<file path="config.mk">
export PLATFORM = sky130hd
export DESIGN_NAME = serial_add_ctrl
export DESIGN_NICKNAME = d
export VERILOG_FILES = /design/src/rtl/serial_add_ctrl_pkg.sv /design/src/rtl/serial_add_ctrl_add_1.sv /design/src/rtl/serial_add_ctrl.sv
export SDC_FILE = /design/constraint.sdc
export NUM_CORES = 1
export LEC_CHECK = 0
export BUFFER_PORTS_ARGS = -buffer_cell sky130_fd_sc_hd__buf_2
export CORE_ASPECT_RATIO = 0.7
export CORE_MARGIN = 5
export CORE_UTILIZATION = 30
export DETAILED_ROUTE_END_ITERATION = 10
export MAX_ROUTING_LAYER = met4
export PLACE_DENSITY = 0.59
export SLEW_MARGIN = 0
export SYNTH_ARGS = -nofsm -noshare
export SYNTH_HDL_FRONTEND = slang
export SYNTH_SLANG_ARGS = --single-unit
</file>
<file path="constraint.sdc">
create_clock -name clk -period 2 [get_ports clk]
set_input_delay 0.2 -clock clk [delete_from_list [all_inputs] [get_ports clk]]
set_output_delay 0.2 -clock clk [all_outputs]
set_load 0.03 [all_outputs]
</file>
<file path="src/rtl/serial_add_ctrl_pkg.sv">
// Shared definitions for the bit-serial adder controller: FSM encoding and
// counter sizing helper.
package serial_add_ctrl_pkg;

  typedef enum logic [1:0] {
    IDLE = 2'd0,
    RUN  = 2'd1,
    DONE = 2'd2
  } state_t;

  // A one-bit result still needs a one-bit counter.
  function automatic int cnt_w(input int w);
    return (w <= 1) ? 1 : $clog2(w);
  endfunction

endpackage

</file>
<file path="src/rtl/serial_add_ctrl_add_1.sv">
// One-bit full adder; the only arithmetic element of the serial datapath.
module add_1 (
  input  logic a,
  input  logic b,
  input  logic ci,
  output logic s,
  output logic co
);

  assign s  = a ^ b ^ ci;
  assign co = (a & b) | (ci & (a ^ b));

endmodule

</file>
<file path="src/rtl/serial_add_ctrl.sv">
// Bit-serial adder controller: accepts a/b/cin, adds one bit per cycle
// through a single full adder, and presents a registered sum/cout.
module serial_add_ctrl
  import serial_add_ctrl_pkg::*;
#(
  parameter int WIDTH = 8
) (
  input  logic             clk,
  input  logic             rst,
  input  logic             in_valid,
  output logic             in_ready,
  input  logic [WIDTH-1:0] a,
  input  logic [WIDTH-1:0] b,
  input  logic             cin,
  output logic             out_valid,
  input  logic             out_ready,
  output logic [WIDTH-1:0] sum,
  output logic             cout,
  output logic             busy
);

  localparam int CW = cnt_w(WIDTH);
  localparam logic [CW-1:0] LAST = CW'(WIDTH - 1);

  generate
    if (WIDTH < 1) begin : g_bad_width
      $error("serial_add_ctrl: WIDTH must be >= 1");
    end
  endgenerate

  state_t           state;
  logic [WIDTH-1:0] a_sh, b_sh, sum_sh, sum_nxt;
  logic             carry;
  logic [CW-1:0]    cnt;
  logic             fa_s, fa_co;

  add_1 u_add_1 (
    .a  (a_sh[0]),
    .b  (b_sh[0]),
    .ci (carry),
    .s  (fa_s),
    .co (fa_co)
  );

  // Sum bits enter at the MSB so the LSB lands at bit 0 after WIDTH shifts.
  generate
    if (WIDTH == 1) begin : g_w1
      assign sum_nxt = fa_s;
    end else begin : g_wn
      assign sum_nxt = {fa_s, sum_sh[WIDTH-1:1]};
    end
  endgenerate

  always_ff @(posedge clk) begin
    if (rst) begin
      state     <= IDLE;
      in_ready  <= 1'b1;
      out_valid <= 1'b0;
      busy      <= 1'b0;
      sum       <= '0;
      cout      <= 1'b0;
      a_sh      <= '0;
      b_sh      <= '0;
      sum_sh    <= '0;
      carry     <= 1'b0;
      cnt       <= '0;
    end else begin
      case (state)
        IDLE: begin
          if (in_valid) begin
            a_sh     <= a;
            b_sh     <= b;
            carry    <= cin;
            cnt      <= '0;
            state    <= RUN;
            in_ready <= 1'b0;
            busy     <= 1'b1;
          end
        end
        RUN: begin
          a_sh   <= a_sh >> 1;
          b_sh   <= b_sh >> 1;
          sum_sh <= sum_nxt;
          carry  <= fa_co;
          if (cnt == LAST) begin
            sum       <= sum_nxt;
            cout      <= fa_co;
            state     <= DONE;
            out_valid <= 1'b1;
          end else begin
            cnt <= cnt + CW'(1);
          end
        end
        DONE: begin
          if (out_ready) begin
            state     <= IDLE;
            out_valid <= 1'b0;
            in_ready  <= 1'b1;
            busy      <= 1'b0;
          end
        end
        default: begin
          state     <= IDLE;
          in_ready  <= 1'b1;
          out_valid <= 1'b0;
          busy      <= 1'b0;
        end
      endcase
    end
  end

endmodule

</file>
==> run_summary.xml, run 1 <==
<?xml version="1.0" encoding="UTF-8"?>
<metrics>
  <group name="clock_network">
    <metric name="clockBufferDepth" unit="">2</metric>
    <metric name="clock-root-buffer" unit="">clkbuf_8</metric>
    <metric name="clkTransAtPathRegs" unit="ns">0.07</metric>
    <metric name="cts_buffers" unit="">5</metric>
    <metric name="cts_max_level" unit="">2</metric>
    <metric name="clk_sinks" unit="">41</metric>
    <metric name="clock_tree_from_tritoncts" unit="">built</metric>
    <metric name="cts_resized" unit="">0</metric>
    <metric name="worst_skew_pair.late_latency" unit="ns">0.29</metric>
    <metric name="post-cts-setup-buffers" unit="">0</metric>
    <metric name="cts_hold_buffers" unit="">0</metric>
  </group>
  <group name="grt">
    <metric name="grt_pass1_wl" unit="mm">6.65</metric>
    <metric name="antenna_found_initial" unit="">0</metric>
    <metric name="first_global_vias" unit="">1443</metric>
    <metric name="gr-total-overflow" unit="">0</metric>
    <metric name="largest_net_degree_at_the_start_of_global_routing" unit="">42</metric>
    <metric name="globalRouteTotalUtil" unit="">0.116</metric>
  </group>
  <group name="worst_setup_path">
    <metric name="r2r-end" unit="">b_sh[1]$_SDFFE_PP0P_</metric>
    <metric name="critPathMaxFanout" unit="">31</metric>
    <metric name="r2r_slack" unit="ns">0.41</metric>
    <metric name="critical_path.top_delay_family" unit="">flip-flops</metric>
    <metric name="reg2reg_depth" unit="">4</metric>
    <metric name="worstSetupStartpointType" unit="">flop</metric>
    <metric name="max_stage_delay" unit="ns">0.64</metric>
    <metric name="slowest_stage" unit="">dfxtp_1</metric>
    <metric name="timing.critical_path.cells" unit="">and2b_1, buf_4, a21oi_1, a211oi_1</metric>
    <metric name="kind_of_end_point_of_the_critical_path" unit="">flop</metric>
    <metric name="crit_type" unit="">flop to flop</metric>
    <metric name="cp.arrival" unit="ns">1.80</metric>
    <metric name="cp.buffers_inverters" unit="">1</metric>
    <metric name="timing.critical_path.required" unit="ns">2.20</metric>
    <metric name="rr_startpoint" unit="">state[0]$_SDFFE_PP0P_</metric>
  </group>
  <group name="timing">
    <metric name="final-hold-violation-count" unit="">0</metric>
    <metric name="final_max_slew_viol_count" unit="">0</metric>
    <metric name="setup_violations" unit="">0</metric>
    <metric name="finClkSkew" unit="ns">0.00579</metric>
    <metric name="fin_crit_sh" unit="">0.797</metric>
    <metric name="tightest_slew" unit="ns">0.508</metric>
    <metric name="post-route-min-period" unit="ns">1.59</metric>
    <metric name="timing.hold.ws" unit="ns">0.147</metric>
    <metric name="worst_slew_margin_rel" unit="">0.661</metric>
    <metric name="rsz_0062_raised_after_global_routing" unit="">false</metric>
    <metric name="fmax" unit="MHz">627</metric>
    <metric name="totalNegativeSetupSlack" unit="ns">0</metric>
  </group>
  <group name="floorplanning">
    <metric name="row_count" unit="">23</metric>
    <metric name="io_pins" unit="">33</metric>
    <metric name="height_of_the_chip" unit="um">74.7</metric>
    <metric name="core_region_area" unit="um^2">5760</metric>
    <metric name="die_w" unit="um">102</metric>
    <metric name="initial_core_util" unit="">0.312</metric>
    <metric name="fp.dieArea" unit="um^2">7660</metric>
  </group>
  <group name="place">
    <metric name="hpwl" unit="mm">2.64</metric>
    <metric name="gp_congestion" unit="">0.716</metric>
    <metric name="place.detailed.instances" unit="">304</metric>
    <metric name="port_buffers" unit="">32</metric>
  </group>
  <group name="power_and_ir_drop">
    <metric name="total_switching_power" unit="W">0.000411</metric>
    <metric name="power.total" unit="W">0.00162</metric>
    <metric name="ir_worst_vdd" unit="mV">0.290</metric>
    <metric name="power.density" unit="nW/um^2">780</metric>
    <metric name="leakage" unit="nW">0.833</metric>
    <metric name="power_frac_clock" unit="">0.333</metric>
    <metric name="sequentialPowerShare" unit="">0.545</metric>
    <metric name="sw_frac_of_total" unit="">0.253</metric>
    <metric name="combinational_fraction_of_design_power" unit="">0.123</metric>
    <metric name="power.internal" unit="W">0.00121</metric>
  </group>
  <group name="logic_synthesis">
    <metric name="yosys_register_bits" unit="">41</metric>
    <metric name="yosysWarnings" unit="">0</metric>
    <metric name="ys_async_sr_fraction" unit="">0</metric>
    <metric name="postSynthAreaPerCell" unit="um^2">8.67</metric>
    <metric name="synthesized_net_count" unit="">231</metric>
    <metric name="seq_area_frac_synth" unit="">0.457</metric>
    <metric name="number_of_synthesized_flops_with_an_enable_pin" unit="">0</metric>
    <metric name="synthesis.instances" unit="">207</metric>
    <metric name="post_synth_num_cell_types" unit="">33</metric>
    <metric name="dominantRegCellSynth" unit="">dfxtp_1</metric>
    <metric name="mapped_cell_area" unit="um^2">1800</metric>
  </group>
  <group name="min_path">
    <metric name="worst_hold_startpoint" unit="">b[2]</metric>
    <metric name="timing.hold.worst.class" unit="">primary input to flop</metric>
    <metric name="hold_path_end" unit="">b_sh[2]$_SDFFE_PP0P_</metric>
    <metric name="hold_depth" unit="">3</metric>
  </group>
  <group name="detailed_routing">
    <metric name="drt_pass1_iterations" unit="">4</metric>
    <metric name="drt-wirelength-per-cell" unit="um">12.7</metric>
    <metric name="drcViolationCount" unit="">0</metric>
    <metric name="routed-via-count" unit="">1456</metric>
    <metric name="vias_per_cell" unit="">4.68</metric>
    <metric name="wl" unit="mm">3.95</metric>
    <metric name="ant_nets" unit="">0</metric>
    <metric name="drtIter0Drc" unit="">50</metric>
  </group>
  <group name="run">
    <metric name="cap_violations" unit="">0</metric>
  </group>
  <group name="layout">
    <metric name="insertedDiodeCount" unit="">0</metric>
    <metric name="syn2layout_area_growth" unit="%">15.9</metric>
    <metric name="post_route_cells_drive_above_1_share" unit="">0.246</metric>
    <metric name="count_of_filler_cells_inserted_in_the_layout" unit="">604</metric>
    <metric name="register_area" unit="um^2">821</metric>
    <metric name="stdcell_count" unit="">311</metric>
    <metric name="design.final.nets" unit="">260</metric>
    <metric name="multi_input_area" unit="um^2">867</metric>
  </group>
  <group name="run_status">
    <metric name="status" unit="">finished clean</metric>
  </group>
</metrics>
worst register-to-register path, stage by stage (launching register included):
cell and delay [ns]:
dfxtp_1 0.64, and2b_1 0.19, buf_4 0.30, a21oi_1 0.12
a211oi_1 0.25
final cells by class:
class / count / area share
multi-input combinational: 148 / 0.417
clock buffer: 7 / 0.0415
sequential: 41 / 0.394
tap: 75 / 0.0451
inverter: 2 / 0.00361
timing repair buffer: 38 / 0.0986
state kept, by name, summed over array words and instances (netlist names):
name,cells
b_sh,8
sum,8
cnt,3
sum_sh,7
busy,1
state,2
a_sh,8
out_valid,1
carry,1
cout,1
in_ready,1
kinds of logic after synthesis:
family	Yosys count	share of synthesized area
flops	41	0.457
mux	1	0.00558
compound gates	59	0.233
fa+ha+maj	3	0.0251
buf+inv	18	0.0599
simple gates	85	0.219
cells in the final DEF (no fill, tap or decap):
cell | synthesis | final
nand2_1 | 41 | 41
dfxtp_1 | 41 | 41
a21oi_1 | 37 | 37
buf_2 | 5 | 32
nor2_1 | 19 | 19
a211oi_2 | 9 | 9
nand3_1 | 9 | 9
clkbuf_8 | 0 | 6
buf_4 | 3 | 6
a211oi_1 | 5 | 5
nand2b_1 | 4 | 4
nand3b_1 | 3 | 3
inv_1 | 2 | 2
or3b_1 | 2 | 2
a22oi_1 | 2 | 2
ha_1 | 2 | 2
o21ba_1 | 1 | 1
and2b_1 | 1 | 1
or2b_1 | 1 | 1
a311oi_2 | 1 | 1
o21bai_4 | 1 | 1
or2_2 | 1 | 1
o21bai_1 | 1 | 1
o32a_1 | 1 | 1
nand3b_2 | 1 | 1
nor3b_1 | 1 | 1
a21o_1 | 1 | 1
nor3b_2 | 1 | 1
mux2i_1 | 1 | 1
nor3_1 | 1 | 1
fa_1 | 1 | 1
clkbuf_1 | 4 | 1
routing by layer:
metal | track usage | up-vias | wire [um]
li1 | - | 763 | -
met1 | 0.149 | 662 | 2010
met2 | 0.170 | 23 | 1700
met3 | 0.0380 | 8 | 186
met4 | 0.0437 | 0 | 55
met5 | - | - | 0
power by group through the flow:
stage	combinational (W)	clock (W)	sequential, W
2_1_floorplan	0.000153	0	0.000900
3_3_place_gp	0.000199	0	0.000902
3_5_place_dp	0.000201	0	0.000902
4_1_cts	0.000203	0.000558	0.000884
5_1_grt	0.000225	0.000591	0.000890
6_report	0.000199	0.000539	0.000884
how the worst max path moves through the flow:
stage                             to  cells past startpoint  slack (ns)                  start
2_1_floorplan  state[0]$_SDFFE_PP0P_                      6        0.68    cnt[0]$_SDFFE_PP0P_
3_3_place_gp    b_sh[1]$_SDFFE_PP0P_                      4        0.49  state[0]$_SDFFE_PP0P_
3_5_place_dp    b_sh[0]$_SDFFE_PP0P_                      4        0.44  state[0]$_SDFFE_PP0P_
4_1_cts         b_sh[1]$_SDFFE_PP0P_                      4        0.42  state[0]$_SDFFE_PP0P_
5_1_grt         a_sh[0]$_SDFFE_PP0P_                      4        0.27  state[0]$_SDFFE_PP0P_
6_report        b_sh[1]$_SDFFE_PP0P_                      4        0.41  state[0]$_SDFFE_PP0P_
metrics by stage:
step                      utilization  cell area, um^2  setup slack (ns)
after floorplan                     -             1800             0.680
after global placement          0.347             1990             0.489
after detailed placement        0.347             1990             0.437
after CTS                       0.362             2080             0.419
after global routing            0.362             2080             0.271
final                           0.362             2080             0.406
Yosys cell counts (2+ instances only):
| library cell | count | area [um^2] |
|---|---|---|
| a211oi_1 | 5 | 37.5 |
| a211oi_2 | 9 | 113 |
| a21oi_1 | 37 | 185 |
| a22oi_1 | 2 | 15.0 |
| buf_2 | 5 | 25.0 |
| buf_4 | 3 | 22.5 |
| buf_6 | 3 | 33.8 |
| clkbuf_1 | 4 | 15.0 |
| dfxtp_1 | 41 | 821 |
| ha_1 | 2 | 25.0 |
| inv_1 | 2 | 7.51 |
| nand2_1 | 41 | 154 |
| nand2b_1 | 4 | 25.0 |
| nand3_1 | 9 | 45.0 |
| nand3b_1 | 3 | 22.5 |
| nor2_1 | 19 | 71.3 |
| or3b_1 | 2 | 17.5 |
No activity file was read; power rests on OpenSTA's default activity.
==> run 2: changes to the inputs <==
PLACE_DENSITY = 0.61   (was 0.59)
clock period = 1.39 ns   (was 2 ns; I/O delays follow)
==> run 2 against run 1 <==
  * Sequential share of layout area shrank 2.6 points
  * Flip-flop and latch count is the same
  * Critical endpoint is now cnt[2]$_SDFFE_PP0P_
  * Sequential power grew 44%
  * Largest cell class unchanged
  * Clock skew grew 0.0059 ns
  * First-iteration DRC count grew 22%
  * Final cell count grew 2.6%
==> run_summary.xml, run 2 (synthesis gave the netlist of run 1 again) <==
<?xml version="1.0" encoding="UTF-8"?>
<metrics>
  <group name="power_and_ir_drop">
    <metric name="sequentialPowerShare" unit="">0.496</metric>
    <metric name="ir_worst_vdd" unit="mV">0.479</metric>
    <metric name="power.density" unit="nW/um^2">1140</metric>
    <metric name="combinational_fraction_of_design_power" unit="">0.130</metric>
    <metric name="leakage" unit="nW">0.888</metric>
    <metric name="total_switching_power" unit="W">0.000634</metric>
    <metric name="power_frac_clock" unit="">0.375</metric>
    <metric name="power.internal" unit="W">0.00192</metric>
    <metric name="sw_frac_of_total" unit="">0.248</metric>
  </group>
  <group name="timing">
    <metric name="post-route-min-period" unit="ns">1.31</metric>
    <metric name="tightest_slew" unit="ns">0.313</metric>
    <metric name="fin_crit_sh" unit="">0.940</metric>
    <metric name="finClkSkew" unit="ns">0.0117</metric>
    <metric name="totalNegativeSetupSlack" unit="ns">0</metric>
    <metric name="worst_slew_margin_rel" unit="">0.791</metric>
    <metric name="setup_violations" unit="">0</metric>
    <metric name="final_max_slew_viol_count" unit="">0</metric>
    <metric name="fmax" unit="MHz">765</metric>
    <metric name="final-hold-violation-count" unit="">0</metric>
    <metric name="rsz_0062_raised_after_global_routing" unit="">false</metric>
  </group>
  <group name="floorplanning">
    <metric name="core_region_area" unit="um^2">5760</metric>
    <metric name="height_of_the_chip" unit="um">74.7</metric>
    <metric name="io_pins" unit="">33</metric>
    <metric name="die_w" unit="um">102</metric>
    <metric name="initial_core_util" unit="">0.312</metric>
    <metric name="row_count" unit="">23</metric>
    <metric name="fp.dieArea" unit="um^2">7660</metric>
  </group>
  <group name="clock_network">
    <metric name="clock_tree_from_tritoncts" unit="">built</metric>
    <metric name="clkTransAtPathRegs" unit="ns">0.09</metric>
    <metric name="cts_max_level" unit="">2</metric>
    <metric name="clock-root-buffer" unit="">clkbuf_8</metric>
    <metric name="worst_skew_pair.late_latency" unit="ns">0.30</metric>
    <metric name="clockBufferDepth" unit="">2</metric>
    <metric name="post-cts-setup-buffers" unit="">0</metric>
    <metric name="clk_sinks" unit="">41</metric>
    <metric name="cts_buffers" unit="">5</metric>
  </group>
  <group name="layout">
    <metric name="fin_area" unit="um^2">2230</metric>
    <metric name="biggestRegsByFlops" unit="">a_sh (8), b_sh (8), sum (8)</metric>
    <metric name="multi_input_area" unit="um^2">902</metric>
    <metric name="post_route_cells_drive_above_1_share" unit="">0.287</metric>
    <metric name="commonest_non_fill_non_tap_cell_in_the_layout" unit="">nand2_1</metric>
    <metric name="syn2layout_area_growth" unit="%">24.3</metric>
    <metric name="insertedDiodeCount" unit="">0</metric>
    <metric name="register_area" unit="um^2">822</metric>
    <metric name="count_of_filler_cells_inserted_in_the_layout" unit="">614</metric>
    <metric name="design.final.nets" unit="">267</metric>
    <metric name="final_cell_mix" unit="">nand2_1, dfxtp_1, a21oi_1, buf_2, nor2_1</metric>
  </group>
  <group name="worst_setup_path">
    <metric name="worstSetupStartpointType" unit="">flop</metric>
    <metric name="cp.arrival" unit="ns">1.49</metric>
    <metric name="critPathMaxFanout" unit="">6</metric>
    <metric name="crit_type" unit="">flop to flop</metric>
    <metric name="timing.critical_path.required" unit="ns">1.57</metric>
    <metric name="kind_of_end_point_of_the_critical_path" unit="">flop</metric>
  </group>
  <group name="detailed_routing">
    <metric name="vias_per_cell" unit="">4.71</metric>
    <metric name="drcViolationCount" unit="">0</metric>
    <metric name="ant_nets" unit="">0</metric>
    <metric name="routed-via-count" unit="">1501</metric>
    <metric name="drt_pass1_iterations" unit="">6</metric>
    <metric name="drt-wirelength-per-cell" unit="um">12.4</metric>
    <metric name="drtIter0Drc" unit="">61</metric>
    <metric name="wl" unit="mm">3.95</metric>
  </group>
  <group name="grt">
    <metric name="largest_net_degree_at_the_start_of_global_routing" unit="">42</metric>
    <metric name="globalRouteTotalUtil" unit="">0.116</metric>
    <metric name="grt_pass1_wl" unit="mm">6.76</metric>
    <metric name="antenna_found_initial" unit="">0</metric>
    <metric name="first_global_vias" unit="">1485</metric>
    <metric name="gr-total-overflow" unit="">0</metric>
  </group>
  <group name="run">
    <metric name="cap_violations" unit="">0</metric>
  </group>
  <group name="place">
    <metric name="hpwl" unit="mm">2.71</metric>
    <metric name="dpl_cell_area" unit="um^2">2080</metric>
    <metric name="gp_congestion" unit="">0.728</metric>
    <metric name="port_buffers" unit="">32</metric>
  </group>
  <group name="run_status">
    <metric name="status" unit="">finished clean</metric>
  </group>
  <group name="min_path">
    <metric name="timing.hold.worst.class" unit="">primary input to flop</metric>
  </group>
</metrics>
[run 2: worst max-delay path, stage by stage (launching register included)]
cell	delay, ns
dfxtp_1	0.34
ha_4	0.17
ha_4	0.17
nor3b_4	0.28
nand3b_1	0.16
a21oi_1	0.08
[run 2: final timing paths]
check | startpoint | slack [ns] | to | cells past startpoint
min | a[7] | 0.08 | a_sh[7]$_SDFFE_PP0P_ | 3
min reg2reg | sum[0]$_SDFFE_PP0P_ | 0.45 | sum[0]$_SDFFE_PP0P_ | 2
max | cnt[1]$_SDFFE_PP0P_ | 0.08 | cnt[2]$_SDFFE_PP0P_ | 5
max reg2reg | cnt[1]$_SDFFE_PP0P_ | 0.08 | cnt[2]$_SDFFE_PP0P_ | 5
[run 2: what timing repair did]
action	4_1_cts	5_1_grt
hold buffers	0	0
pin swaps	0	1
endpoints found under the setup margin	3	14
resized for setup	2	5
[run 2: power by group through the flow]
| stage | Sequential (W) | Clock (W) | Combinational, W |
|---|---|---|---|
| floorplan | 0.00129 | 0 | 0.000220 |
| global placement | 0.00129 | 0 | 0.000326 |
| detailed placement | 0.00129 | 0 | 0.000330 |
| CTS | 0.00126 | 0.000987 | 0.000334 |
| global route | 0.00127 | 0.00104 | 0.000373 |
| finish | 0.00127 | 0.000957 | 0.000332 |
[run 2: cell type report]
class | count | area share
Clock buffer | 6 | 0.0325
Sequential cell | 41 | 0.368
Multi-Input combinational cell | 148 | 0.404
Clock inverter | 2 | 0.0174
Timing Repair Buffer | 45 | 0.132
Tap cell | 75 | 0.0420
Inverter | 2 | 0.00336
[run 2: through the flow]
step                       util  total power, W  std cells  hold slack, ns  worst slack [ns]
after floorplan               -         0.00151        207           0.280            0.0697
final                     0.388         0.00255        319          0.0845            0.0829
after global placement    0.362         0.00162        311           0.393            0.0319
after CTS                 0.383         0.00259        319          0.0791            0.0528
after detailed placement  0.362         0.00162        311           0.394           -0.0290
after global routing      0.388         0.00269        319          0.0851           0.00600
[run 2: routing by layer]
| metal | GRT usage | part of all wire | vias to the layer above | wire length, um |
|---|---|---|---|---|
| li1 | - | - | 782 | - |
| met1 | 0.153 | 0.52 | 694 | 2040 |
| met2 | 0.170 | 0.44 | 23 | 1750 |
| met3 | 0.0380 | 0.036 | 2 | 142 |
| met4 | 0.0349 | 0.0056 | 0 | 22 |
| met5 | - | 0 | - | 0 |
==> run 3: changes to the inputs <==
clock period = 1.2 ns   (was 1.39 ns; I/O delays follow)
==> run 3 against run 2 <==
  * The flow now finishes with violations (setup timing)
  * Sequential share of layout area decreased by 2.8 points
  * Highest routed layer unchanged
  * Core utilization up 3.6 points
  * Die area stayed put
  * Wire length increased by 8.5%
  * Clock skew fell by 0.0028 ns
==> run_summary.xml, run 3 (synthesis gave the netlist of run 1 again) <==
<?xml version="1.0" encoding="UTF-8"?>
<metrics>
  <group name="run_status">
    <metric name="status" unit="">finished, violations left</metric>
    <metric name="failed_checks" unit="">setup timing</metric>
  </group>
  <group name="timing">
    <metric name="finClkSkew" unit="ns">0.00894</metric>
    <metric name="final-hold-violation-count" unit="">0</metric>
    <metric name="setup_slack" unit="ns">-0.0537</metric>
    <metric name="setup_violations" unit="">4</metric>
    <metric name="rsz_0062_raised_after_global_routing" unit="">true</metric>
    <metric name="fmax" unit="MHz">798</metric>
    <metric name="worst_slew_margin_rel" unit="">0.797</metric>
    <metric name="fin_crit_sh" unit="">1.04</metric>
    <metric name="tightest_slew" unit="ns">0.305</metric>
    <metric name="totalNegativeSetupSlack" unit="ns">-0.185</metric>
    <metric name="post-route-min-period" unit="ns">1.25</metric>
    <metric name="final_max_slew_viol_count" unit="">0</metric>
  </group>
  <group name="place">
    <metric name="gp_congestion" unit="">0.727</metric>
    <metric name="place.detailed.instances" unit="">317</metric>
    <metric name="port_buffers" unit="">32</metric>
    <metric name="hpwl" unit="mm">2.95</metric>
    <metric name="pre_cts_slack" unit="ns">-0.0830</metric>
  </group>
  <group name="worst_setup_path">
    <metric name="kind_of_end_point_of_the_critical_path" unit="">flop</metric>
    <metric name="timing.critical_path.required" unit="ns">1.38</metric>
    <metric name="max_stage_delay" unit="ns">0.34</metric>
    <metric name="worstSetupStartpointType" unit="">flop</metric>
    <metric name="slowest_stage" unit="">dfxtp_2</metric>
    <metric name="crit_type" unit="">flop to flop</metric>
    <metric name="cp.arrival" unit="ns">1.44</metric>
    <metric name="critical_path.top_delay_family" unit="">simple AND/OR/NAND/NOR gates</metric>
    <metric name="cp.buffers_inverters" unit="">0</metric>
    <metric name="critPathMaxFanout" unit="">6</metric>
    <metric name="timing.critical_path.cells" unit="">ha_4, ha_4, nor3b_4, nand3b_1, a21oi_2</metric>
    <metric name="cp_common_cell" unit="">ha_4</metric>
  </group>
  <group name="layout">
    <metric name="design.final.nets" unit="">276</metric>
    <metric name="post_route_cells_drive_above_1_share" unit="">0.427</metric>
    <metric name="stdcell_count" unit="">328</metric>
    <metric name="syn2layout_area_growth" unit="%">35.9</metric>
    <metric name="layout.core_utilization" unit="">0.424</metric>
    <metric name="biggestRegsByFlops" unit="">a_sh (8), b_sh (8), sum (8)</metric>
    <metric name="insertedDiodeCount" unit="">0</metric>
    <metric name="final_cell_mix" unit="">dfxtp_1, nand2_1, buf_2, a21oi_1, nor2_1</metric>
    <metric name="commonest_non_fill_non_tap_cell_in_the_layout" unit="">dfxtp_1</metric>
  </group>
  <group name="grt">
    <metric name="grt_pass1_wl" unit="mm">6.98</metric>
    <metric name="largest_net_degree_at_the_start_of_global_routing" unit="">22</metric>
    <metric name="globalRouteTotalUtil" unit="">0.119</metric>
    <metric name="antenna_found_initial" unit="">0</metric>
    <metric name="gr-total-overflow" unit="">0</metric>
    <metric name="first_global_vias" unit="">1501</metric>
  </group>
  <group name="detailed_routing">
    <metric name="drtIter0Drc" unit="">70</metric>
    <metric name="drt-wirelength-per-cell" unit="um">13.1</metric>
    <metric name="vias_per_cell" unit="">4.75</metric>
    <metric name="ant_nets" unit="">0</metric>
    <metric name="drcViolationCount" unit="">0</metric>
    <metric name="wl" unit="mm">4.29</metric>
    <metric name="drt_pass1_iterations" unit="">4</metric>
    <metric name="routed-via-count" unit="">1557</metric>
  </group>
  <group name="floorplanning">
    <metric name="height_of_the_chip" unit="um">74.7</metric>
    <metric name="fp.dieArea" unit="um^2">7660</metric>
    <metric name="core_region_area" unit="um^2">5760</metric>
    <metric name="io_pins" unit="">33</metric>
    <metric name="initial_core_util" unit="">0.312</metric>
    <metric name="die_w" unit="um">102</metric>
    <metric name="row_count" unit="">23</metric>
  </group>
  <group name="power_and_ir_drop">
    <metric name="power.density" unit="nW/um^2">1270</metric>
    <metric name="leakage" unit="nW">0.964</metric>
    <metric name="ir_worst_vdd" unit="mV">0.491</metric>
    <metric name="power.total" unit="W">0.00309</metric>
  </group>
  <group name="clock_network">
    <metric name="cts_buffers" unit="">5</metric>
    <metric name="clock_tree_from_tritoncts" unit="">built</metric>
    <metric name="clockBufferDepth" unit="">2</metric>
    <metric name="clock-root-buffer" unit="">clkbuf_8</metric>
    <metric name="clkTransAtPathRegs" unit="ns">0.08</metric>
    <metric name="cts_max_level" unit="">2</metric>
    <metric name="cts_hold_buffers" unit="">0</metric>
    <metric name="worst_skew_pair.late_latency" unit="ns">0.29</metric>
    <metric name="clk_sinks" unit="">41</metric>
  </group>
  <group name="run">
    <metric name="cap_violations" unit="">0</metric>
  </group>
  <group name="min_path">
    <metric name="timing.hold.worst.class" unit="">primary input to flop</metric>
  </group>
</metrics>
run 3: final cells by class:
type	instances	area (um^2)
Clock buffer	7	86.3
Multi-Input combinational cell	148	985
Inverter	2	7.51
Tap cell	75	93.8
Sequential cell	41	830
Clock inverter	1	30.0
Timing Repair Buffer	54	408
Fill cell	590	3320
run 3: worst paths after layout:
path                  startpoint                    to  slack, ns  cells past startpoint
max reg2reg  cnt[1]$_SDFFE_PP0P_   cnt[2]$_SDFFE_PP0P_      -0.05                      5
min reg2reg    cout$_SDFFE_PP0P_     cout$_SDFFE_PP0P_       0.46                      2
min                         b[2]  b_sh[2]$_SDFFE_PP0P_       0.07                      3
max          cnt[1]$_SDFFE_PP0P_   cnt[2]$_SDFFE_PP0P_      -0.05                      5
run 3: repair_timing:
item                       4_1_cts  5_1_grt
pin swaps                        1       11
buffers inserted                 1        1
gates cloned                     0        1
setup endpoints to repair       26       30
resized for setup                7       31
run 3: per-layer routing:
layer  GRT usage  vias up  wire length (um)
met5           -        -                 0
met4      0.0306        0                24
met2       0.175       27              1820
met3      0.0315        4               189
met1       0.163      729              2260
li1            -      797                 -
run 3: tightest hold or removal path, cell delays in order:
cell,delay [ns]
buf_2,0.10
nand2_1,0.05
a211oi_1,0.06
run 3: where the power goes:
group	switching [W]	internal, W
Sequential	0.0000470	0.00143
Clock	0.000471	0.000678
Combinational	0.000241	0.000225
run 3: through the flow:
stage          area (um^2)  hold slack (ns)
4_1_cts               2310           0.0609
5_1_grt               2440           0.0579
3_3_place_gp          2160            0.372
3_5_place_dp          2160            0.375
2_1_floorplan         1820            0.261
6_report              2440           0.0694
